<file path="src/rtl/fetch_controller_pkg.sv">
// Shared fetch-stage definitions: word width, default PC increment,
// fetch FSM encoding and PC arithmetic.
package fetch_controller_pkg;

  localparam int unsigned WORD_W = 16;

  localparam logic [WORD_W-1:0] PC_STEP_DEFAULT = 16'd2;

  typedef enum logic [1:0] {
    FETCH_FILL = 2'd0,
    FETCH_RUN  = 2'd1,
    FETCH_SKID = 2'd2
  } fetch_state_e;

  // Unsigned add that wraps modulo 2^WORD_W.
  function automatic logic [WORD_W-1:0] pc_add(
    input logic [WORD_W-1:0] pc,
    input logic [WORD_W-1:0] step
  );
    pc_add = pc + step;
  endfunction

endpackage

</file>
<file path="src/rtl/fetch_controller_skid_buf.sv">
// One-entry holding register for an instruction word and its address,
// with clear taking priority over load.
module fetch_skid_buf
  import fetch_controller_pkg::*;
(
  input  logic              clk_i,
  input  logic              rst_i,
  input  logic              clear_i,
  input  logic              load_i,
  input  logic [WORD_W-1:0] data_i,
  input  logic [WORD_W-1:0] pc_i,
  output logic [WORD_W-1:0] data_o,
  output logic [WORD_W-1:0] pc_o
);

  logic [WORD_W-1:0] data_q;
  logic [WORD_W-1:0] pc_q;
  logic [WORD_W-1:0] data_d;
  logic [WORD_W-1:0] pc_d;

  // Next-state selection for the held entry.
  always_comb begin
    data_d = data_q;
    pc_d   = pc_q;
    if (clear_i) begin
      data_d = {WORD_W{1'b0}};
      pc_d   = {WORD_W{1'b0}};
    end else if (load_i) begin
      data_d = data_i;
      pc_d   = pc_i;
    end else begin
      data_d = data_q;
      pc_d   = pc_q;
    end
  end

  // Entry storage.
  always_ff @(posedge clk_i or posedge rst_i) begin
    if (rst_i) begin
      data_q <= {WORD_W{1'b0}};
      pc_q   <= {WORD_W{1'b0}};
    end else begin
      data_q <= data_d;
      pc_q   <= pc_d;
    end
  end

  assign data_o = data_q;
  assign pc_o   = pc_q;

endmodule

</file>
<file path="src/rtl/fetch_controller.sv">
// Instruction fetch sequencer: owns the PC, drives a one-cycle synchronous
// instruction memory, and hands instructions to decode through a skid entry.
module fetch_controller
  import fetch_controller_pkg::*;
#(
  parameter logic [WORD_W-1:0] RESET_PC = 16'h0000,
  parameter logic [WORD_W-1:0] PC_STEP  = PC_STEP_DEFAULT
) (
  input  logic              clk_i,
  input  logic              rst_i,
  input  logic              stall_i,
  input  logic              redirect_i,
  input  logic [WORD_W-1:0] redirect_pc_i,
  output logic [WORD_W-1:0] imem_addr_o,
  input  logic [WORD_W-1:0] imem_data_i,
  output logic [WORD_W-1:0] ir_o,
  output logic [WORD_W-1:0] ir_pc_o,
  output logic [WORD_W-1:0] ir_npc_o,
  output logic              ir_valid_o
);

  fetch_state_e      state_q;
  fetch_state_e      state_d;
  logic [WORD_W-1:0] pc_q;
  logic [WORD_W-1:0] pc_d;
  logic [WORD_W-1:0] inflight_pc_q;
  logic [WORD_W-1:0] ir_q;
  logic [WORD_W-1:0] ir_d;
  logic [WORD_W-1:0] ir_pc_q;
  logic [WORD_W-1:0] ir_pc_d;
  logic              ir_valid_q;
  logic              ir_valid_d;

  logic              skid_load_s;
  logic              skid_clear_s;
  logic [WORD_W-1:0] skid_ir_s;
  logic [WORD_W-1:0] skid_pc_s;

  fetch_skid_buf u_skid (
    .clk_i   (clk_i),
    .rst_i   (rst_i),
    .clear_i (skid_clear_s),
    .load_i  (skid_load_s),
    .data_i  (imem_data_i),
    .pc_i    (inflight_pc_q),
    .data_o  (skid_ir_s),
    .pc_o    (skid_pc_s)
  );

  // Fetch FSM next state and datapath selection; redirect overrides stall.
  always_comb begin
    state_d      = state_q;
    pc_d         = pc_q;
    ir_d         = ir_q;
    ir_pc_d      = ir_pc_q;
    ir_valid_d   = ir_valid_q;
    skid_load_s  = 1'b0;
    skid_clear_s = 1'b0;
    if (redirect_i) begin
      pc_d         = redirect_pc_i;
      state_d      = FETCH_FILL;
      ir_valid_d   = 1'b0;
      skid_clear_s = 1'b1;
    end else begin
      case (state_q)
        FETCH_FILL: begin
          // First word is now in flight; stall cannot matter until it returns.
          pc_d    = pc_add(pc_q, PC_STEP);
          state_d = FETCH_RUN;
        end
        FETCH_RUN: begin
          if (stall_i) begin
            skid_load_s = 1'b1;
            state_d     = FETCH_SKID;
          end else begin
            ir_d       = imem_data_i;
            ir_pc_d    = inflight_pc_q;
            ir_valid_d = 1'b1;
            pc_d       = pc_add(pc_q, PC_STEP);
          end
        end
        FETCH_SKID: begin
          // Memory has been re-reading pc_q, so the word after the skid entry
          // arrives on the cycle following release.
          if (stall_i) begin
            state_d = FETCH_SKID;
          end else begin
            ir_d       = skid_ir_s;
            ir_pc_d    = skid_pc_s;
            ir_valid_d = 1'b1;
            pc_d       = pc_add(pc_q, PC_STEP);
            state_d    = FETCH_RUN;
          end
        end
        default: begin
          state_d      = FETCH_FILL;
          ir_valid_d   = 1'b0;
          skid_clear_s = 1'b1;
        end
      endcase
    end
  end

  // State, PC and decode-facing registers.
  always_ff @(posedge clk_i or posedge rst_i) begin
    if (rst_i) begin
      state_q       <= FETCH_FILL;
      pc_q          <= RESET_PC;
      inflight_pc_q <= RESET_PC;
      ir_q          <= {WORD_W{1'b0}};
      ir_pc_q       <= {WORD_W{1'b0}};
      ir_valid_q    <= 1'b0;
    end else begin
      state_q       <= state_d;
      pc_q          <= pc_d;
      inflight_pc_q <= pc_q;
      ir_q          <= ir_d;
      ir_pc_q       <= ir_pc_d;
      ir_valid_q    <= ir_valid_d;
    end
  end

  assign imem_addr_o = pc_q;
  assign ir_o        = ir_q;
  assign ir_pc_o     = ir_pc_q;
  assign ir_npc_o    = pc_add(ir_pc_q, PC_STEP);
  assign ir_valid_o  = ir_valid_q;

endmodule
</file>
<file path="config.mk">
export PLATFORM = sky130hd
export DESIGN_NAME = fetch_controller
export DESIGN_NICKNAME = d
export VERILOG_FILES = /design/src/rtl/fetch_controller_pkg.sv /design/src/rtl/fetch_controller_skid_buf.sv /design/src/rtl/fetch_controller.sv
export SDC_FILE = /design/constraint.sdc
export NUM_CORES = 1
export LEC_CHECK = 0
export BUFFER_PORTS_ARGS = -buffer_cell sky130_fd_sc_hd__buf_4
export CORE_ASPECT_RATIO = 1.5
export CORE_MARGIN = 8
export CORE_UTILIZATION = 58
export DETAILED_ROUTE_END_ITERATION = 8
export PLACE_DENSITY_LB_ADDON = 0.3
export SLEW_MARGIN = 40
export SYNTH_ARGS = -nofsm -noshare
export SYNTH_HDL_FRONTEND = slang
export SYNTH_HIERARCHICAL = 1
export SYNTH_SLANG_ARGS = --single-unit
</file>
<file path="constraint.sdc">
create_clock -name clk_i -period 4.1 [get_ports clk_i]
set_clock_uncertainty 0.1 [all_clocks]
set_input_delay 0 -clock clk_i [delete_from_list [all_inputs] [get_ports clk_i]]
set_output_delay 0 -clock clk_i [all_outputs]
set_load 0.05 [all_outputs]
</file>
==> report_table.html <==
<table>
<tr><th>Metric</th><th>Value</th></tr>
<tr><th colspan="2">Status</th></tr>
<tr><td>Result of the run</td><td>finished clean</td></tr>
<tr><th colspan="2">Floorplanning</th></tr>
<tr><td>Area of the core</td><td>0.00786 mm²</td></tr>
<tr><td>Overall die height</td><td>approximately 130 µm</td></tr>
<tr><td>Die width</td><td>88.8 µm</td></tr>
<tr><td>Initial core utilization</td><td>0.587</td></tr>
<tr><td>Top-level port count</td><td>between 100 and 150</td></tr>
<tr><td>Die Outline Area</td><td>0.0111 mm²</td></tr>
<tr><td>Std cell rows</td><td>40</td></tr>
<tr><th colspan="2">Clock tree</th></tr>
<tr><td>Worst-skew pair later-pin latency</td><td>0.34 ns</td></tr>
<tr><td>TritonCTS Buffers</td><td>9</td></tr>
<tr><td>Clock root buffer</td><td>sky130_fd_sc_hd__clkbuf_16</td></tr>
<tr><td>Clock tree from TritonCTS</td><td>yes</td></tr>
<tr><td>Number of buffers on the longest clock path</td><td>2</td></tr>
<tr><td>Clock transition at the registers of the reported paths</td><td>0.06 ns</td></tr>
<tr><td>Depth of the CTS H-tree</td><td>3</td></tr>
<tr><td>Post-CTS setup buffer count</td><td>0</td></tr>
<tr><td>TritonCTS Sinks</td><td>between 90 and 100</td></tr>
<tr><th colspan="2">Yosys</th></tr>
<tr><td>Largest area contributor in the synthesized netlist</td><td>sky130_fd_sc_hd__dfrtp_1</td></tr>
<tr><td>Fraction of registers with async set/reset</td><td>1.00</td></tr>
<tr><td>Fraction of post-synthesis cell area in the top cell type by area</td><td>0.537</td></tr>
<tr><td>Count of flip-flops with a built-in enable after synthesis</td><td>0</td></tr>
<tr><td>Synthesized cell area</td><td>about 0.0046 mm²</td></tr>
<tr><td>Synthesized Nets</td><td>around 460</td></tr>
<tr><td>Synth cell count leaders</td><td>sky130_fd_sc_hd__dfrtp_1, sky130_fd_sc_hd__mux2i_1, sky130_fd_sc_hd__nand2_1, sky130_fd_sc_hd__o21ai_0, sky130_fd_sc_hd__nor2_1</td></tr>
<tr><td>Cell count after synthesis</td><td>~420</td></tr>
<tr><td>Distinct cells, synth</td><td>39</td></tr>
<tr><td>Post-Syn Area per Cell</td><td>~11 µm²</td></tr>
<tr><td>Seq/Total Area, Yosys</td><td>0.537</td></tr>
<tr><td>Flops &amp; latches, synth</td><td>99</td></tr>
<tr><td>Warnings from Yosys</td><td>6</td></tr>
<tr><td>Top post-synthesis cells by area</td><td>sky130_fd_sc_hd__dfrtp_1, sky130_fd_sc_hd__mux2i_1, sky130_fd_sc_hd__o21ai_0</td></tr>
<tr><td>Leading register cell type out of synthesis</td><td>sky130_fd_sc_hd__dfrtp_1</td></tr>
<tr><td>Most used standard cell by instance count after synthesis</td><td>sky130_fd_sc_hd__dfrtp_1</td></tr>
<tr><th colspan="2">Power</th></tr>
<tr><td>Clk pwr share</td><td>0.194</td></tr>
<tr><td>Gate power share</td><td>0.483</td></tr>
<tr><td>VDD IR-drop max</td><td>458 µV</td></tr>
<tr><td>Internal power</td><td>0.00241 W</td></tr>
<tr><td>Proportion of power drawn by flip-flops and latches</td><td>0.323</td></tr>
<tr><td>Power per standard cell area</td><td>728 mW/mm²</td></tr>
<tr><td>Total leakage power</td><td>about 2.7 nW</td></tr>
<tr><td>Power spent charging and discharging nets</td><td>0.00202 W</td></tr>
<tr><td>Sw frac</td><td>0.456</td></tr>
<tr><th colspan="2">STA</th></tr>
<tr><td>Number of failing setup endpoints in the final timing report</td><td>0</td></tr>
<tr><td>Final critical-path setup slack</td><td>around 1.6 ns</td></tr>
<tr><td>Post-route clock period utilization</td><td>0.620</td></tr>
<tr><td>Maximum frequency from static timing analysis</td><td>393 MHz</td></tr>
<tr><td>Slew at the pin closest to its max-slew limit</td><td>0.660 ns</td></tr>
<tr><td>Final sum of negative setup slack</td><td>0 ns</td></tr>
<tr><td>Final Hold Vio Count</td><td>0</td></tr>
<tr><td>Final min period</td><td>2.54 ns</td></tr>
<tr><td>Unrepaired setup endpoints after global routing</td><td>false</td></tr>
<tr><td>Rel. slew slack</td><td>0.560</td></tr>
<tr><td>Number of max-slew violations in the final report</td><td>0</td></tr>
<tr><th colspan="2">Route</th></tr>
<tr><td>Wirelength, routed</td><td>10600 µm</td></tr>
<tr><td>Routed length per placed instance</td><td>16.1 µm</td></tr>
<tr><td>Post-detailed-route via-to-cell ratio</td><td>5.38</td></tr>
<tr><td>DRC viols</td><td>0</td></tr>
<tr><td>Initial DRC count</td><td>150</td></tr>
<tr><td>Total number of vias</td><td>3554</td></tr>
<tr><td>Residual antenna-violating net count after detailed routing</td><td>0</td></tr>
<tr><td>Number of iterations in the first detailed-routing pass</td><td>5</td></tr>
<tr><th colspan="2">Global routing</th></tr>
<tr><td>Initial antenna violation count</td><td>0</td></tr>
<tr><td>Total track usage</td><td>0.201</td></tr>
<tr><td>Global-route wire length before repair</td><td>about 18000 µm</td></tr>
<tr><td>Grt total ovfl</td><td>0</td></tr>
<tr><td>Pin count of the biggest net entering global routing</td><td>68</td></tr>
<tr><td>Number of global-route vias before repair</td><td>3739</td></tr>
<tr><th colspan="2">Setup path</th></tr>
<tr><td>Critical path endpoint category</td><td>flip-flop</td></tr>
<tr><td>Crit path kind</td><td>reg -&gt; reg</td></tr>
<tr><td>List of cells traversed by the critical path</td><td>inv_1 -&gt; ha_1 -&gt; nor2b_1 -&gt; o2111ai_4 -&gt; o31a_1 -&gt; o31a_1</td></tr>
<tr><td>Source of the worst register-to-register timing path</td><td>state_q[1]$_DFFE_PP0P_</td></tr>
<tr><td>Largest fanout on the critical path</td><td>7</td></tr>
<tr><td>Cell type of the slowest stage on the worst timing path</td><td>sky130_fd_sc_hd__nor2b_1</td></tr>
<tr><td>Crit path largest cell delay</td><td>between 0.5 and 0.6 ns</td></tr>
<tr><td>Arrival time at the worst endpoint</td><td>around 2.7 ns</td></tr>
<tr><td>Required time of the critical path</td><td>4.22 ns</td></tr>
<tr><td>Number of cells on the worst reg-to-reg path</td><td>6</td></tr>
<tr><td>Reg2reg setup slack</td><td>roughly 1.6 ns</td></tr>
<tr><td>Endpoint of the worst register-to-register path</td><td>imem_addr_o[15]$_DFFE_PP0P_</td></tr>
<tr><td>Nature of the critical path startpoint</td><td>flip-flop</td></tr>
<tr><td>Worst path most repeated cell</td><td>sky130_fd_sc_hd__o31a_1</td></tr>
<tr><th colspan="2">Place</th></tr>
<tr><td>Placer's final routability congestion estimate</td><td>0.774</td></tr>
<tr><td>Worst setup slack after placement</td><td>around 1.6 ns</td></tr>
<tr><td>IO buf count</td><td>100</td></tr>
<tr><td>Final HPWL from detailed placement</td><td>around 7200 µm</td></tr>
<tr><th colspan="2">Hold path</th></tr>
<tr><td>Hold Path Class</td><td>in -&gt; async</td></tr>
<tr><th colspan="2">Flow run</th></tr>
<tr><td>Max-capacitance violation count</td><td>0</td></tr>
<tr><th colspan="2">Cells and area</th></tr>
<tr><td>Number of diodes</td><td>0</td></tr>
<tr><td>Ratio of cells with drive above 1 in the final layout</td><td>0.231</td></tr>
<tr><td>Nets</td><td>595</td></tr>
<tr><td>Area growth syn-to-layout</td><td>32.0%</td></tr>
</table>
## worst max path at each step
stage | end | slack, ns | from | cells past startpoint
detailed placement | imem_addr_o[13]$_DFFE_PP0P_ | 1.60 | state_q[1]$_DFFE_PP0P_ | 6
global route | imem_addr_o[15]$_DFFE_PP0P_ | 1.42 | state_q[1]$_DFFE_PP0P_ | 6
global placement | imem_addr_o[13]$_DFFE_PP0P_ | 1.74 | state_q[0]$_DFFE_PP0P_ | 6
floorplan | ir_npc_o[14] | 1.81 | ir_pc_o[5]$_DFFE_PP0P_ | 5
CTS | imem_addr_o[13]$_DFFE_PP0P_ | 1.57 | state_q[1]$_DFFE_PP0P_ | 6
finish | imem_addr_o[15]$_DFFE_PP0P_ | 1.56 | state_q[1]$_DFFE_PP0P_ | 6
## state kept, by name, indices dropped and copies added (netlist names)
register / cells
u_skid/data_o: 16
inflight_pc_q: 16
imem_addr_o: 16
state_q: 2
ir_o: 16
u_skid/pc_o: 16
ir_pc_o: 16
ir_valid_o: 1
## cells in the final DEF (no fill, tap or decap), types with 2 or more instances in the layout
cell / synthesis / layout
sky130_fd_sc_hd__o211ai_1: 2 / 2
sky130_fd_sc_hd__clkbuf_1: 15 / 2
sky130_fd_sc_hd__nand2_1: 49 / 49
sky130_fd_sc_hd__mux2i_1: 65 / 65
sky130_fd_sc_hd__buf_4: 2 / 103
sky130_fd_sc_hd__xor2_1: 7 / 7
sky130_fd_sc_hd__o21ai_0: 44 / 44
sky130_fd_sc_hd__clkbuf_16: 0 / 9
sky130_fd_sc_hd__or4_1: 3 / 3
sky130_fd_sc_hd__nand2b_1: 4 / 4
sky130_fd_sc_hd__mux2_2: 2 / 2
sky130_fd_sc_hd__xnor2_1: 13 / 13
sky130_fd_sc_hd__nor2b_1: 6 / 6
sky130_fd_sc_hd__o31a_1: 7 / 7
sky130_fd_sc_hd__bufinv_16: 0 / 2
sky130_fd_sc_hd__or2_2: 2 / 2
sky130_fd_sc_hd__nor3_1: 2 / 2
sky130_fd_sc_hd__ha_1: 7 / 6
sky130_fd_sc_hd__and3_1: 2 / 2
sky130_fd_sc_hd__nand3b_1: 2 / 2
sky130_fd_sc_hd__nand4_1: 6 / 6
sky130_fd_sc_hd__dlygate4sd3_1: 0 / 41
sky130_fd_sc_hd__dfrtp_1: 99 / 99
sky130_fd_sc_hd__inv_1: 7 / 6
sky130_fd_sc_hd__nor2_1: 37 / 37
sky130_fd_sc_hd__nor4_1: 5 / 5
sky130_fd_sc_hd__nand3_1: 12 / 12
sky130_fd_sc_hd__a21oi_1: 3 / 3
## layer usage
layer  GRT usage  wire, µm
met1       0.230      4250
met2       0.356      5680
met3      0.0269       533
met4      0.0871       189
met5           0         0
## repair_timing
item / CTS / global route
hold buffers: 41 / 0
resized for setup: 0 / 0
endpoints found under the hold margin: 150 / 0
## per-stage QoR
step / utilization / instances / power [W] / instance area [µm²] / hold WS [ns]
floorplan: - / 421 / 0.00298 / 4610 / 0.0162
global placement: 0.683 / 605 / 0.00350 / 5370 / 0.0317
detailed placement: 0.685 / 605 / 0.00357 / 5380 / 0.0399
CTS: 0.775 / 660 / 0.00447 / 6090 / 0.230
global route: 0.775 / 660 / 0.00465 / 6090 / 0.279
finish: 0.775 / 660 / 0.00443 / 6090 / 0.233
## cells by family (layout without fill, tap and decap cells)
group	count (synthesis)	in the layout	share of synthesized area
AOI/OAI and AO/OA	61	61	0.0825
buffers and inverters	32	166	0.0415
adders and majority gates	7	7	0.0190
muxes	67	67	0.146
xor gates and xnor gates	20	20	0.0380
DFF	99	99	0.537
and+or+nand+nor	135	135	0.136
## worst max-delay path, delay by kind of cell, from the launching register on
kind | cells | cell delay (ns)
AND/OR/NAND/NOR | 1 | 0.56
adder cells (fa/ha/maj) | 1 | 0.34
buffers and inverters | 1 | 0.11
AO/OA/AOI/OAI | 3 | 0.86
flip-flops | 1 | 0.46
## power groups by stage
| stage | clock, W | combinational (W) | sequential (W) |
|---|---|---|---|
| 2_1_floorplan | 0 | 0.000993 | 0.00199 |
| 3_3_place_gp | 0 | 0.00208 | 0.00143 |
| 3_5_place_dp | 0 | 0.00212 | 0.00145 |
| 4_1_cts | 0.000876 | 0.00216 | 0.00143 |
| 5_1_grt | 0.000911 | 0.00227 | 0.00147 |
| 6_report | 0.000860 | 0.00214 | 0.00143 |
## area by class of cell
type / count / area [µm²]
Sequential cell: 99 / 2480
Multi-Input combinational cell: 290 / 1960
Fill cell: 517 / 1770
Timing Repair Buffer: 145 / 1190
Clock buffer: 11 / 233
Tap cell: 105 / 131
Clock inverter: 3 / 65.1
Inverter: 7 / 26.3
Power figures use the tool's default switching activity.
